[src/rtl/spi_master.sv]
// spi_master: single-transfer SPI master that runs one full-duplex DATA_W-bit frame, MSB first, in any of the four SPI modes.
// Edge k of the frame toggles SCK CLK_DIV*k cycles after start is accepted, and a hold phase follows the last edge.
module spi_master #(
  parameter int CLK_DIV = 4,
  parameter int DATA_W  = 8
) (
  input  logic              clk,
  input  logic              rst_n,
  input  logic              start,
  input  logic [DATA_W-1:0] tx_data,
  input  logic [1:0]        MODE,
  output logic [DATA_W-1:0] rx_data,
  output logic              busy,
  output logic              done,
  output logic              SS,
  output logic              SCK,
  output logic              MOSI,
  input  logic              MISO
);
  localparam int CW = CLK_DIV > 1 ? $clog2(CLK_DIV) : 1;
  localparam int EW = $clog2(2 * DATA_W);
  typedef enum logic [2:0] {IDLE, SETUP, TRANSFER, HOLD, DONE} state_t;
  state_t state, state_nx;
  logic [CW-1:0] cnt;
  logic [EW-1:0] ec;
  logic [DATA_W-1:0] tx_sr, rx_sr;
  logic cpha, tick, edge_go, lead, last, drive, samp;
  // Edge 1 is generated on leaving SETUP; inside TRANSFER the edge number is ec+2.
  assign tick    = cnt == CW'(CLK_DIV - 1);
  assign edge_go = tick && (state == SETUP || state == TRANSFER);
  assign lead    = state == SETUP || ec[0];
  assign last    = state == TRANSFER && ec == EW'(2 * DATA_W - 2);
  assign drive   = cpha ? lead : !lead && !last;
  assign samp    = lead ^ cpha;
  assign busy    = state == SETUP || state == TRANSFER || state == HOLD;
  assign SS      = !busy;
  assign done    = state == DONE;
  always_comb begin
    state_nx = state;
    case (state)
      IDLE:     if (start) state_nx = SETUP;
      SETUP:    if (tick) state_nx = TRANSFER;
      TRANSFER: if (tick && last) state_nx = HOLD;
      HOLD:     if (tick) state_nx = DONE;
      default:  state_nx = IDLE;
    endcase
  end
  always_ff @(posedge clk or negedge rst_n)
    if (!rst_n) state <= IDLE;
    else state <= state_nx;
  // Both counters restart on every state change, so neither ever wraps.
  always_ff @(posedge clk or negedge rst_n)
    if (!rst_n) begin
      cnt <= '0;
      ec  <= '0;
    end else begin
      cnt <= (state_nx != state || tick) ? '0 : cnt + CW'(1);
      ec  <= state_nx != state ? '0 : edge_go ? ec + EW'(1) : ec;
    end
  // With CPHA=0 the MSB goes out at acceptance, so the shifter is preloaded one bit ahead.
  always_ff @(posedge clk or negedge rst_n)
    if (!rst_n) begin
      cpha    <= 1'b0;
      tx_sr   <= '0;
      rx_sr   <= '0;
      rx_data <= '0;
      SCK     <= 1'b0;
      MOSI    <= 1'b0;
    end else begin
      if (state == IDLE && start) begin
        cpha  <= MODE[0];
        SCK   <= MODE[1];
        tx_sr <= MODE[0] ? tx_data : tx_data << 1;
        if (!MODE[0]) MOSI <= tx_data[DATA_W-1];
      end
      if (edge_go) begin
        SCK <= ~SCK;
        if (drive) begin
          MOSI  <= tx_sr[DATA_W-1];
          tx_sr <= tx_sr << 1;
        end
        if (samp) rx_sr <= (rx_sr << 1) | DATA_W'(MISO);
      end
      if (state == HOLD && tick) rx_data <= rx_sr;
    end
endmodule
[config.mk]
export PLATFORM = sky130hd
export DESIGN_NAME = spi_master
export DESIGN_NICKNAME = d
export VERILOG_FILES = /design/src/rtl/spi_master.sv
export SDC_FILE = /design/constraint.sdc
export NUM_CORES = 1
export LEC_CHECK = 0
export CORE_MARGIN = 2
export CORE_UTILIZATION = 47
export DETAILED_ROUTE_END_ITERATION = 12
export GPL_ROUTABILITY_DRIVEN = 0
export GPL_TIMING_DRIVEN = 0
export PLACE_DENSITY = 0.74
export SETUP_SLACK_MARGIN = 0.15
export SLEW_MARGIN = 20
export SYNTH_ARGS = -nofsm -noshare
export SYNTH_HDL_FRONTEND = slang
export SYNTH_SLANG_ARGS = --single-unit
export TNS_END_PERCENT = 5
[constraint.sdc]
create_clock -name clk -period 1.78 [get_ports clk]
set_clock_uncertainty 0.05 [all_clocks]
set_input_delay 0.178 -clock clk [delete_from_list [all_inputs] [get_ports clk]]
set_output_delay 0.178 -clock clk [all_outputs]
set_load 0.01 [all_outputs]
==> summary.md <==
| Metric | Value |
|---|---|
| Status | `finished clean` |
| Clock power frac | `38.5%` |
| Setup TNS | `0 ps` |
| First-pass GRT wire length | `5789 um` |
| Gate power share | `7.3%` |
| H-tree levels | `2` |
| Max_cap viols | `0` |
| Total internal power | `1.310 mW` |
| Min Clock Period, post-route | `1778 ps` |
| Relative slew slack | `58.57%` |
| Min-delay worst type | `input port to async pin` |
| Clk sinks | `36` |
| Startpoint Class | `register` |
| DRT antenna net count | `0` |
| Clk root buf | `clkbuf_4` |
| Syn_nets | `177` |
| Final Util | `65.05%` |
| Flop pwr share | `54.3%` |
| 1st-iter DRT viols | `28` |
| Psw | `343.4 uW` |
| TritonCTS clock tree | `built` |
| Synth-to-layout area growth | `29.16%` |
| Multi-input gate area | `817.0 um2` |
| Maximum fanout along the worst path | `9` |
| Nets | `213` |
| Final period util | `99.87%` |
| Max frequency | `562.5 MHz` |
| Primary FF master, synth | `dfrtp_1` |
| # diodes | `0` |
| Critical Path End Type | `register` |
| Pin count of the biggest net entering global routing | `30` |
| Slew @ Worst Pin | `621.4 ps` |
| Number of CTS-inserted buffers | `5` |
| Top post-synthesis cells by area | `dfrtp_1 (52%), mux2_2 (11%), nand2_1 (7.2%)` |
| Core Region | `3416 um2` |
| Number of synthesized flops with an enable pin | `0` |
| Finish-stage setup viols | `0` |
| Detailed placement HPWL | `2398 um` |
| Leak Pwr | `1.061 nW` |
| Synthesized flop and latch total | `36` |
| Clock latency on the worst-skew pair | `340 ps` |
| Initial core utilization | `50.37%` |
| Post-synth cell types | `33` |
| Yosys top cell by area | `dfrtp_1` |
| Clock slew at reported path FFs | `100 ps` |
| Register Area | `902.1 um2` |
| DR vias/cell | `5.078` |
| # rows | `21` |
| Arr. time, crit path | `1960 ps` |
| Drt first pass iters | `3` |
| Cell at the slowest stage of the critical path | `dfrtp_1` |
| Worst path top cell family by delay | `simple AND/OR/NAND/NOR gates` |
| Slowest stage delay, CP | `390 ps` |
| Fin. max-slew vios | `0` |
| Worst-path cell chain | `buf_6, nor3b_2, or3_4, o21ai_4, nand2_4, mux2_2` |
| Synth top area share | `52.36%` |
| CP Data Required Time | `1960 ps` |
| Fin Hold WS | `167.7 ps` |
| Number of global-route vias before repair | `1364` |
| Share of layout cells above drive strength 1 | `27.92%` |
| Syn avg cell area | `10.75 um2` |
| Chip Width | `64.50 um` |
| Hold Violations, Final | `0` |
| Worst path buffer plus inverter count | `1` |
| Fillers | `262` |
| Post-Synthesis Cells | `160` |
| Synth warnings | `0` |
| Sequential-to-total area share from yosys stat | `52.36%` |
| Reg2reg path depth | `6` |
| I/O Buffers | `25` |
| Die height | `64.50 um` |
| Routed wire length per instance | `13.56 um` |
| RSZ-0062 raised after global routing | `yes` |
| Peak supply drop | `0.0006365 V` |
| Clock Tree Buf Depth | `2` |
| Antenna violations before repair | `0` |
| Crit Path Category | `register to register` |
| Gr usage total | `18.26%` |
| Via Count | `1234` |
| Wirelength, routed | `3295 um` |
| Pwr Density | `744.1 nW/um2` |
| Synthesized cell area | `1720 um2` |
| Sw Ratio | `20.77%` |
| I/O pins | `27` |
| DRC | `0` |
| Share of flip-flops with an asynchronous set or reset | `100.0%` |
| Remaining Overflow, GRT | `0` |
| Cell depth of the worst setup path | `6` |
| Die area | `4160 um2` |
## area by class of cell
class,count,area share [%]
repair buffers,29,12.56
clock inverters,1,1.351
flip-flops and latches,36,40.60
plain buffers,7,2.590
inverters,3,0.6194
multi-input cells,114,36.77
well taps,46,2.590
clock buffers,7,2.928
## layout by cell type, fill, tap and decap left out, types with 2 or more instances in the layout
master,netlist,layout
inv_1,2,2
nand2_1,33,29
nor2_1,17,15
clkbuf_2,0,2
nand2_2,0,4
clkbuf_4,0,5
a21oi_1,9,9
buf_2,2,2
nor3b_2,0,2
xor2_1,4,4
mux2_2,17,17
buf_4,2,5
nand3_1,2,2
clkbuf_8,0,2
clkdlybuf4s50_1,0,21
nand3b_1,2,2
ha_1,3,2
mux2i_1,7,7
dfrtp_1,36,35
## per-layer routing
metal  share of wire [%]  up-vias  global-route usage [%]
met5                   0        -                       0
met4                 1.1        0                   4.787
met3                 4.1        4                   6.597
met2                  53       23                   33.46
met1                  42      599                   19.89
li1                    -      608                       -
## cell families after synthesis
| kind of cell | share of synthesized area, % |
|---|---|
| mux | 15.20 |
| simple gates | 19.93 |
| flops | 52.36 |
| compound gates | 4.582 |
| buf+inv | 3.200 |
| xor+xnor | 2.545 |
| fa+ha+maj | 2.182 |
## sequential cells by signal, summed over array words and instances, names as in the netlist
name,flops
state,3
cnt,2
cpha,1
ec,4
SCK,1
tx_sr,8
rx_sr,8
MOSI,1
rx_data,8
## power by group through the flow
stage / combinational, mW / sequential [mW] / clock [mW]
6_report: 0.121 / 0.897 / 0.636
5_1_grt: 0.134 / 0.904 / 0.701
4_1_cts: 0.122 / 0.896 / 0.658
3_5_place_dp: 0.121 / 0.911 / 0
3_3_place_gp: 0.111 / 0.907 / 0
2_1_floorplan: 0.0623 / 0.901 / 0
## path summary, 6_finish.rpt
path,endpoint,from,slack [ps]
hold reg to reg,cnt[0],cnt[0],410
hold / removal,cnt[1],rst_n,170
max in group asynchronous,ec[0],rst_n,1090
min in group clk,cpha,MODE[0],270
setup / recovery,tx_sr[7],state[0],2
setup reg to reg,tx_sr[7],state[0],2
## Yosys cell counts (2+ instances only)
master and instances:
buf_2 2, xor2_1 4, dfrtp_1 36, nand3_1 2, ha_1 3, o21ai_0 2, inv_1 2, nand3b_1 2
clkbuf_1 2, mux2_2 17, nor3b_1 3, mux2i_1 7, a21oi_1 9, nor2_1 17, buf_4 2, nand2_1 33
## what timing repair did
item / in CTS / in global routing
hold buffers: 1 / 0
gates resized for setup: 14 / 13
gates cloned: 0 / 0
endpoints found under the hold margin: 36 / 0
pin swaps: 12 / 9
setup buffers: 1 / 1
setup endpoints to repair: 33 / 30
## worst register-to-register path: cells and delay by family (launching register included)
family / cells / cell delay [ps]
simple gates: 3 / 640
flops: 1 / 390
mux: 1 / 280
compound gates: 1 / 170
buf+inv: 1 / 140
## metrics by stage
step                      worst slack, ps  total power [mW]  cell area [um2]  cells
after detailed placement           -205.1             1.032             2058    232
after global placement             -248.5             1.018             2043    231
after CTS                           6.414             1.676             2196    242
final                               2.225             1.653             2222    243
after global routing               -46.99             1.739             2222    243
after floorplan                     106.9            0.9629             1735    160
No activity file was read; power rests on OpenSTA's default activity.
